### config.mk
export PLATFORM = sky130hd
export DESIGN_NAME = muldiv_unit
export DESIGN_NICKNAME = d
export VERILOG_FILES = /design/src/rtl/muldiv_unit_pkg.sv /design/src/rtl/muldiv_div_step.sv /design/src/rtl/muldiv_unit.sv
export SDC_FILE = /design/constraint.sdc
export NUM_CORES = 1
export LEC_CHECK = 0
export ABC_AREA = 1
export ABC_CLOCK_PERIOD_IN_PS = 4600
export CAP_MARGIN = 40
export CELL_PAD_IN_SITES_DETAIL_PLACEMENT = 0
export CELL_PAD_IN_SITES_GLOBAL_PLACEMENT = 1
export CORE_MARGIN = 1.5
export CORE_UTILIZATION = 40
export DETAILED_ROUTE_END_ITERATION = 7
export GPL_TIMING_DRIVEN = 0
export PLACE_DENSITY = 0.88
export SKIP_CTS_REPAIR_TIMING = 1
export SLEW_MARGIN = 20
export SYNTH_ARGS = -nofsm -noshare
export SYNTH_HDL_FRONTEND = slang
export SYNTH_SLANG_ARGS = --single-unit
### constraint.sdc
create_clock -name clock -period 4.6 [get_ports clock]
set_input_delay 1.38 -clock clock [delete_from_list [all_inputs] [get_ports clock]]
set_output_delay 1.38 -clock clock [all_outputs]
set_load 0.03 [all_outputs]
### src/rtl/muldiv_unit_pkg.sv
// Shared types for the HI/LO multiply/divide unit: operation codes, FSM states
// and the default multiplier step width.
package muldiv_unit_pkg;

  localparam int MultStepBitsDefault = 1;

  typedef enum logic [3:0] {
    MulDivOpMult  = 4'd0,
    MulDivOpMultu = 4'd1,
    MulDivOpDiv   = 4'd2,
    MulDivOpDivu  = 4'd3,
    MulDivOpMadd  = 4'd4,
    MulDivOpMaddu = 4'd5,
    MulDivOpMsub  = 4'd6,
    MulDivOpMsubu = 4'd7,
    MulDivOpMthi  = 4'd8,
    MulDivOpMtlo  = 4'd9
  } MulDivOpEnum;

  typedef enum logic [1:0] {
    StateIdle = 2'd0,
    StateMul  = 2'd1,
    StateDiv  = 2'd2,
    StateFix  = 2'd3
  } MulDivStateEnum;

  // Signed variants work on magnitudes and get their sign fixed up at the end.
  function automatic logic isSignedOp(MulDivOpEnum op);
    return op inside {MulDivOpMult, MulDivOpDiv, MulDivOpMadd, MulDivOpMsub};
  endfunction

endpackage

### src/rtl/muldiv_div_step.sv
// One restoring radix-2 divide step: shift the next dividend bit into the
// partial remainder and subtract the divisor if it fits.
module muldiv_div_step #(
  parameter int DataWidth = 32
) (
  input  logic [DataWidth-1:0] partialRem_i,
  input  logic                 nextBit_i,
  input  logic [DataWidth-1:0] divisor_i,
  output logic [DataWidth-1:0] nextRem_o,
  output logic                 quoBit_o
);

  logic [DataWidth:0] shifted;
  logic [DataWidth:0] trial;
  logic               fits;

  // Trial subtraction; a clear sign bit means the divisor fits this step.
  always_comb begin
    shifted   = {partialRem_i, nextBit_i};
    trial     = shifted - {1'b0, divisor_i};
    fits      = ~trial[DataWidth];
    quoBit_o  = fits;
    nextRem_o = fits ? trial[DataWidth-1:0] : shifted[DataWidth-1:0];
  end

endmodule

### src/rtl/muldiv_unit.sv
// Multi-cycle HI/LO multiply/divide unit with busy/done handshake and cancel.
// Optional build macro: MULDIV_ACCUMULATE_EN enables MADD/MADDU/MSUB/MSUBU;
// without it those ops are ignored and the accumulate datapath is absent.
module muldiv_unit
  import muldiv_unit_pkg::*;
#(
  parameter int DataWidth    = 32,
  parameter int MultStepBits = MultStepBitsDefault
) (
  input  logic                 clock,
  input  logic                 reset,
  input  logic                 enable,
  input  logic                 start,
  input  logic                 cancel,
  input  MulDivOpEnum          op,
  input  logic [DataWidth-1:0] a,
  input  logic [DataWidth-1:0] b,
  output logic                 busy,
  output logic                 done,
  output logic                 divByZero,
  output logic [DataWidth-1:0] high,
  output logic [DataWidth-1:0] low
);

  localparam int CntW = $clog2(DataWidth + 1);
  localparam logic [CntW-1:0] MulLastCnt = CntW'(DataWidth / MultStepBits - 1);
  localparam logic [CntW-1:0] DivLastCnt = CntW'(DataWidth - 1);

  MulDivStateEnum stateQ, stateD;
  logic [CntW-1:0]        cntQ, cntD;
  logic [2*DataWidth-1:0] mcandQ, mcandD;
  logic [2*DataWidth-1:0] prodQ, prodD;
  // Holds the multiplier during MUL and the divisor magnitude during DIV.
  logic [DataWidth-1:0]   mplierQ, mplierD;
  logic [DataWidth-1:0]   remQ, remD;
  logic [DataWidth-1:0]   quoQ, quoD;
  logic                   negQ, negD;
  logic                   remNegQ, remNegD;
  logic                   dbzQ, dbzD;
  logic [DataWidth-1:0]   hiQ, hiD;
  logic [DataWidth-1:0]   loQ, loD;
  logic                   doneQ, doneD;
  logic                   divByZeroQ, divByZeroD;
`ifdef MULDIV_ACCUMULATE_EN
  logic                   accQ, accD;
  logic                   subQ, subD;
`endif

  logic                   signedOp;
  logic [DataWidth-1:0]   magA, magB;
  logic [2*DataWidth-1:0] partial, prodSum, prodSigned, mulResult;
  logic [DataWidth-1:0]   stepRem;
  logic                   stepBit;

  muldiv_div_step #(.DataWidth(DataWidth)) uDivStep (
    .partialRem_i (remQ),
    .nextBit_i    (quoQ[DataWidth-1]),
    .divisor_i    (mplierQ),
    .nextRem_o    (stepRem),
    .quoBit_o     (stepBit)
  );

  // Operand magnitudes and the shift-add product for the current step.
  always_comb begin
    signedOp = isSignedOp(op);
    magA     = (signedOp && a[DataWidth-1]) ? -a : a;
    magB     = (signedOp && b[DataWidth-1]) ? -b : b;
    partial  = '0;
    for (int j = 0; j < MultStepBits; j++) begin
      if (mplierQ[j]) partial = partial + (mcandQ << j);
    end
    prodSum    = prodQ + partial;
    prodSigned = negQ ? -prodSum : prodSum;
    mulResult  = prodSigned;
`ifdef MULDIV_ACCUMULATE_EN
    if (accQ) begin
      mulResult = subQ ? ({hiQ, loQ} - prodSigned) : ({hiQ, loQ} + prodSigned);
    end
`endif
  end

  // Next-state logic: launch from IDLE, iterate MUL/DIV, finish in FIX.
  always_comb begin
    stateD     = stateQ;
    cntD       = cntQ;
    mcandD     = mcandQ;
    prodD      = prodQ;
    mplierD    = mplierQ;
    remD       = remQ;
    quoD       = quoQ;
    negD       = negQ;
    remNegD    = remNegQ;
    dbzD       = dbzQ;
    hiD        = hiQ;
    loD        = loQ;
    doneD      = 1'b0;
    divByZeroD = 1'b0;
`ifdef MULDIV_ACCUMULATE_EN
    accD       = accQ;
    subD       = subQ;
`endif
    case (stateQ)
      StateIdle: begin
        if (start) begin
          case (op)
            MulDivOpMthi: begin
              hiD   = a;
              doneD = 1'b1;
            end
            MulDivOpMtlo: begin
              loD   = a;
              doneD = 1'b1;
            end
`ifdef MULDIV_ACCUMULATE_EN
            MulDivOpMult, MulDivOpMultu, MulDivOpMadd, MulDivOpMaddu,
            MulDivOpMsub, MulDivOpMsubu: begin
              accD = op inside {MulDivOpMadd, MulDivOpMaddu, MulDivOpMsub, MulDivOpMsubu};
              subD = op inside {MulDivOpMsub, MulDivOpMsubu};
`else
            MulDivOpMult, MulDivOpMultu: begin
`endif
              stateD  = StateMul;
              cntD    = '0;
              mcandD  = {{DataWidth{1'b0}}, magA};
              mplierD = magB;
              prodD   = '0;
              negD    = signedOp & (a[DataWidth-1] ^ b[DataWidth-1]);
            end
            MulDivOpDiv, MulDivOpDivu: begin
              cntD = '0;
              if (b == '0) begin
                // Divide by zero reuses FIX: remainder slot carries a, quotient all ones.
                stateD  = StateFix;
                remD    = a;
                quoD    = '1;
                negD    = 1'b0;
                remNegD = 1'b0;
                dbzD    = 1'b1;
              end else begin
                stateD  = StateDiv;
                remD    = '0;
                quoD    = magA;
                mplierD = magB;
                negD    = signedOp & (a[DataWidth-1] ^ b[DataWidth-1]);
                remNegD = signedOp & a[DataWidth-1];
                dbzD    = 1'b0;
              end
            end
            default: ;
          endcase
        end
      end
      StateMul: begin
        if (cancel) begin
          stateD = StateIdle;
        end else begin
          mcandD  = mcandQ << MultStepBits;
          mplierD = mplierQ >> MultStepBits;
          prodD   = prodSum;
          cntD    = cntQ + 1'b1;
          if (cntQ == MulLastCnt) begin
            {hiD, loD} = mulResult;
            doneD      = 1'b1;
            stateD     = StateIdle;
          end
        end
      end
      StateDiv: begin
        if (cancel) begin
          stateD = StateIdle;
        end else begin
          remD = stepRem;
          quoD = {quoQ[DataWidth-2:0], stepBit};
          cntD = cntQ + 1'b1;
          if (cntQ == DivLastCnt) stateD = StateFix;
        end
      end
      StateFix: begin
        if (cancel) begin
          stateD = StateIdle;
        end else begin
          loD        = negQ ? -quoQ : quoQ;
          hiD        = remNegQ ? -remQ : remQ;
          doneD      = 1'b1;
          divByZeroD = dbzQ;
          stateD     = StateIdle;
        end
      end
      default: stateD = StateIdle;
    endcase
  end

  // State register: synchronous active-low reset, enable freezes everything.
  always_ff @(posedge clock) begin
    if (!reset) begin
      stateQ     <= StateIdle;
      cntQ       <= '0;
      mcandQ     <= '0;
      prodQ      <= '0;
      mplierQ    <= '0;
      remQ       <= '0;
      quoQ       <= '0;
      negQ       <= 1'b0;
      remNegQ    <= 1'b0;
      dbzQ       <= 1'b0;
      hiQ        <= '0;
      loQ        <= '0;
      doneQ      <= 1'b0;
      divByZeroQ <= 1'b0;
`ifdef MULDIV_ACCUMULATE_EN
      accQ       <= 1'b0;
      subQ       <= 1'b0;
`endif
    end else if (enable) begin
      stateQ     <= stateD;
      cntQ       <= cntD;
      mcandQ     <= mcandD;
      prodQ      <= prodD;
      mplierQ    <= mplierD;
      remQ       <= remD;
      quoQ       <= quoD;
      negQ       <= negD;
      remNegQ    <= remNegD;
      dbzQ       <= dbzD;
      hiQ        <= hiD;
      loQ        <= loD;
      doneQ      <= doneD;
      divByZeroQ <= divByZeroD;
`ifdef MULDIV_ACCUMULATE_EN
      accQ       <= accD;
      subQ       <= subD;
`endif
    end
  end

  assign busy      = (stateQ != StateIdle);
  assign done      = doneQ;
  assign divByZero = divByZeroQ;
  assign high      = hiQ;
  assign low       = loQ;

endmodule

* Word level (Yosys, flattened, before mapping)
Index checks and enable logic that the tools add are counted.
** Cells by class
- $add $sub $neg :: 8
- Equality and inequality tests :: 26
- Multiplexer cells :: 66
- Bitwise logic cells :: 4
- Reduce and logical (&&, ||, !) cells :: 26
** Operators with widths (count)
- $mux W32 :: 26
- $mux W64 :: 8
- $pmux W32 S2 :: 4
- $pmux W64 S2 :: 2
- $pmux W32 S3 :: 2
- $neg A32 Y32 :: 4
- $add A64 B64 Y64 :: 1
- $neg A64 Y64 :: 1
- $sub A33 B32 Y33 :: 1
- $logic_not A32 Y1 :: 1
- $reduce_and A5 Y1 :: 4
- $mux W6 :: 3
- $ne A2 B2 Y1 const B :: 7
- $reduce_and A7 Y1 :: 2
- $pmux W6 S2 :: 1
- $mux W1 :: 11
- $mux W2 :: 5
- $reduce_bool A2 Y1 :: 5
- $ne A3 B3 Y1 const B :: 3
- $eq A4 B2 Y1 const B :: 2
- $eq A4 B3 Y1 const B :: 2
- $eq A4 B4 Y1 const B :: 2
- $ne A2 B1 Y1 const B :: 4
- $pmux W2 S4 :: 1
- other kinds (21) :: 28
** Word-level totals
- Flip-flop bits (word level) :: 301
- Bits of input ports :: 73
- Output and inout bits :: 67
- Logic and storage cells :: 144

* Depth between registers and ports, before layout
Gate-level depths: netlist of the first run.
- Depth after elaboration :: 8
- Depth in mapped cells :: 30
- Gate-level depth less buffers :: 28

* Modules after synthesis
A second synthesis of the first run with hierarchy kept.
** Unflattened totals
- Cells, all modules :: 4960
- Area, all modules :: 27760.4 um2
** By module, submodules not included
- muldiv_unit :: times used 1, cells each 4280, area each 24609.9 um2, sequential area each 6025.8 um2
- muldiv_div_step :: times used 1, cells each 680, area each 3150.5 um2, sequential area each 0.0 um2

* Least setup slack after synthesis of the first run
No wires, ideal clock.
- Path type :: flip-flop to flip-flop
- Start :: reg mplierQ[0]
- End :: reg hiQ[20] (netlist: high[20])
- Library setup time :: 120 ps
- Arrival :: 3343 ps
- Required time :: 4480 ps
- Path slack :: 1137 ps
- Cell stages (with the launch flop) :: 26
- Path buffers :: 2
- Period minus slack after synthesis :: 3463 ps
- Path through :: dfxtp_1 clkbuf_1 clkbuf_1 nand2_1 inv_1 ha_1 inv_1 fa_1 ha_1 inv_1 nor2_1 nand3_1 nor2_2 nand2_2 nor2_8 nand3_2 nor2_4 nand3_2 inv_2 nand2_4 nor2_4 nand2_1 nand2_1 nand2_1 nand3_1 a21oi_1
** On the way
- Word-level cells in the longest chain between the ends :: 7
** RTL lines
- start, declared :: line muldiv_unit.sv:34 : logic [DataWidth-1:0] mplierQ, mplierD;
- start signal, assigned :: line muldiv_unit.sv:219 : mplierQ <= mplierD;
- $mux W64 (*) :: line muldiv_unit.sv:70 : if (mplierQ[j]) partial = partial + (mcandQ << j);
- $add A64 B64 Y64 (*) :: line muldiv_unit.sv:72 : prodSum = prodQ + partial;
- $neg A64 Y64 :: line muldiv_unit.sv:73 : prodSigned = negQ ? -prodSum : prodSum;
- $mux W64 (*) :: line muldiv_unit.sv:73
- $mux W32 (*) :: line muldiv_unit.sv:161 : if (cntQ == MulLastCnt) begin
- $mux W32 (*) :: line muldiv_unit.sv:154 : if (cancel) begin
- $pmux W32 S3 (*) :: line muldiv_unit.sv:102 : case (stateQ)
- end signal, assigned :: line muldiv_unit.sv:225 : hiQ <= hiD;
- end, declared :: line muldiv_unit.sv:40 : logic [DataWidth-1:0] hiQ, hiD;
Every way passes the cells marked *; elsewhere a longest branch is shown, timed or not. The select of a mux whose other input is x is not followed.
A chain may end at the register's enable or synchronous reset.

* Final worst setup path of the first run
- Start :: reg mplierQ[0]
- End :: reg hiQ[23] (netlist: high[23])
The elaborated chain is that of the path after synthesis.

==> qor.yml, run 1 <==
fill_cells: 7303
dp_hpwl_um: 104000
yosysSeqAreaShare: 0.226
die_w_um: 261
vias: 31700
clockRootBuffer: "clkbuf_16"
final_util: 0.466
hold_slack_ns: 0.465
crit_fanout: 10
postLayoutCellArea_um2: 30700
path_class: "register to register"
synthTopCellsByArea: "dfxtp_1 (23%), nand2_1 (20%), inv_1 (9.2%), a21oi_1 (8.4%), nor2_1 (6.4%)"
ys_warn_count: 0
clk_pin_slew_ns: 0.06
async_flop_share: 0
switching_share: 0.367
grt_pass1_wl_um: 180000
yosys.area.top_type: "dfxtp_1"
clk_latency_ns: 0.59
tns_ns: 0
die-area_um2: 68200
syn_area_um2: 26700
p_clk_frac: 0.387
worstMarginPinSlew_ns: 0.998
drtIter0Drc: 3440
syn_nets: 4835
cts.sink_count: 301
layout_common_cells: "nand2_1 (1385), inv_1 (655), a21oi_1 (449)"
ys_types: 58
grt.overflow.total: 0
routed_wl_um: 124000
worst_setup_path_end_kind: "register"
status: "finished, final reports clean"
gp_congestion: 1.07
required_ns: 5.05
switchingPower_w: 0.00307
drive_above_1_share: 0.0525
critPathLaunchType: "register"
num_io_pins: 140
grtUsageTotal: 0.355
antenna_found_initial: 6
comb_power_share: 0.275
leakage_nw: 14.9
crit_arrival_ns: 4.88
vias_per_cell: 5.52
drc: 0
fin_nets: 5030
synth_top_area_frac: 0.226
numPortBuffers: 139
synth_area_per_cell_um2: 5.73
rows: 94
ys_ff_latch: 301
core_area_um2: 65900
post-route-min-period_ns: 4.43
cts_tree: "built"
fin_skew_ns: 0.0250
synthToLayoutAreaGrowth_pct: 15.1
seq_power_share: 0.339
cts_buffers: 38
start_util: 0.405
hold_viol: 0
h-tree-depth: 2
final_common_cell: "nand2_1"
die_h_um: 261
firstDrtPassIters: 6
slew_viol_final: 0
synth_ff_type: "dfxtp_1"
grt_pass1_vias: 29100
clock.fmax_ghz: 0.226
post_synth_inst_count: 4655
ant_nets: 0
post_dp_cell_area_um2: 29300
relSlewSlack: 0.335
grt_max_degree: 14
synth_edf_count: 0
period_share: 0.963
p_per_area_nw_per_um2: 273
setup_violations: 0
p_int_w: 0.00530
drv_cap: 0
cts.path.max_buffers: 3
hold_path.class: "register to register"
avgRoutedWirePerCell_um: 21.6
vdd_ir_drop_max_uv: 196
==> power by group through the flow <==
| stage | registers, W | clock network [W] | logic [W] |
|---|---|---|---|
| 2_1_floorplan | 0.00291 | 0 | 0.00132 |
| 3_3_place_gp | 0.00288 | 0 | 0.00220 |
| 3_5_place_dp | 0.00288 | 0 | 0.00222 |
| 4_1_cts | 0.00282 | 0.00323 | 0.00223 |
| 5_1_grt | 0.00284 | 0.00332 | 0.00247 |
| 6_report | 0.00283 | 0.00323 | 0.00230 |
==> worst paths after layout <==
path                                  from        to  slack [ns]  cells past startpoint
worst max-delay path            mplierQ[0]  high[23]        0.17                     25
worst min-delay path              quoQ[30]  quoQ[30]        0.47                      2
worst max register to register  mplierQ[0]  high[23]        0.17                     25
worst min register to register    quoQ[30]  quoQ[30]        0.47                      2
==> synthesized netlist by cell type (5+ instances only) <==
cell and instances:
a211oi_1 23, a21oi_1 449, a21oi_2 6, a221oi_1 13, a31oi_1 32, a41oi_1 7, buf_1 14, buf_2 14
clkbuf_1 142, dfxtp_1 301, ha_1 105, inv_1 655, inv_2 22, nand2_1 1392, nand2_2 38, nand2_4 5
nand3_1 265, nand3_2 11, nand3b_1 12, nand4_1 32, nor2_1 451, nor2_2 26, nor2_4 12, nor3_1 74
nor3_2 6, nor4_1 11, o211ai_1 39, o21a_1 7, o21ai_0 268, o21ai_1 12, o21bai_1 19, o221ai_1 27
o22ai_1 19, o31ai_1 6, or2_2 8, xnor2_1 29, xor2_1 64
==> state kept, by name, indices dropped and copies added, names as in the netlist, 2 cells and up <==
name     cells
high        32
prodQ       64
remQ        32
mcandQ      64
low         32
quoQ        32
cntQ         6
stateQ       2
mplierQ     32
==> per-stage QoR <==
step | worst slack, ns | instances | power, W
final | 0.172 | 5747 | 0.00836
after floorplan | 1.14 | 4655 | 0.00423
after global routing | -0.0141 | 5743 | 0.00863
after CTS | -1.01 | 5741 | 0.00828
after detailed placement | -0.980 | 5672 | 0.00510
after global placement | -1.38 | 5658 | 0.00508
==> layer usage <==
metal,wire (µm),global-route usage,up-vias,share of wire
met5,32,0,-,0.00026
met4,9540,0.237,6,0.077
met3,11400,0.0574,368,0.091
met2,53400,0.557,1602,0.43
met1,50000,0.450,14300,0.40
li1,-,-,15400,-
==> final cells by class <==
class	count	area, µm²	share of cell area
Antenna cell	4	10.0	0.000326
Clock buffer	47	1040	0.0338
Buffer	171	683	0.0223
Sequential cell	301	6030	0.197
Clock inverter	22	254	0.00828
Timing Repair Buffer	155	1580	0.0515
Tap cell	864	1080	0.0352
Inverter	680	2550	0.0832
Multi-Input combinational cell	3503	17500	0.569
==> kinds of logic (layout without fill, tap and decap cells) <==
| group | Yosys count | after routing | synth area share |
|---|---|---|---|
| adder cells (fa/ha/maj) | 107 | 107 | 0.0508 |
| AND/OR/NAND/NOR | 2357 | 2357 | 0.372 |
| buffers and inverters | 851 | 1075 | 0.121 |
| XOR/XNOR | 94 | 94 | 0.0312 |
| flip-flops | 301 | 301 | 0.226 |
| AO/OA/AOI/OAI | 945 | 945 | 0.199 |
| other | 0 | 4 | 0 |
==> critical path: stages, from the launching register on <==
cell	delay, ns
dfxtp_4	0.42
buf_12	0.20
buf_4	0.22
nand2_1	0.08
inv_1	0.06
ha_2	0.25
inv_1	0.09
fa_1	0.41
inv_1	0.10
nand3_2	0.14
nand2_2	0.16
nand2_1	0.09
nand2_2	0.13
nand2_1	0.10
nand2_2	0.13
nand2_1	0.13
nand4_1	0.27
nand2_2	0.15
nor2_2	0.19
nand2_1	0.11
nor2_1	0.24
nand3_1	0.18
nand2_1	0.15
nand3_1	0.10
nand3_1	0.11
a21oi_1	0.08
Note: power is estimated with default switching activity, not from simulation.
==> inputs of run 2 (changes only) <==
Settings changed: HOLD_SLACK_MARGIN from default to 0.03.
==> results of run 2 <==
No change in the layout: final DEF, timing and power equal those of run 1.
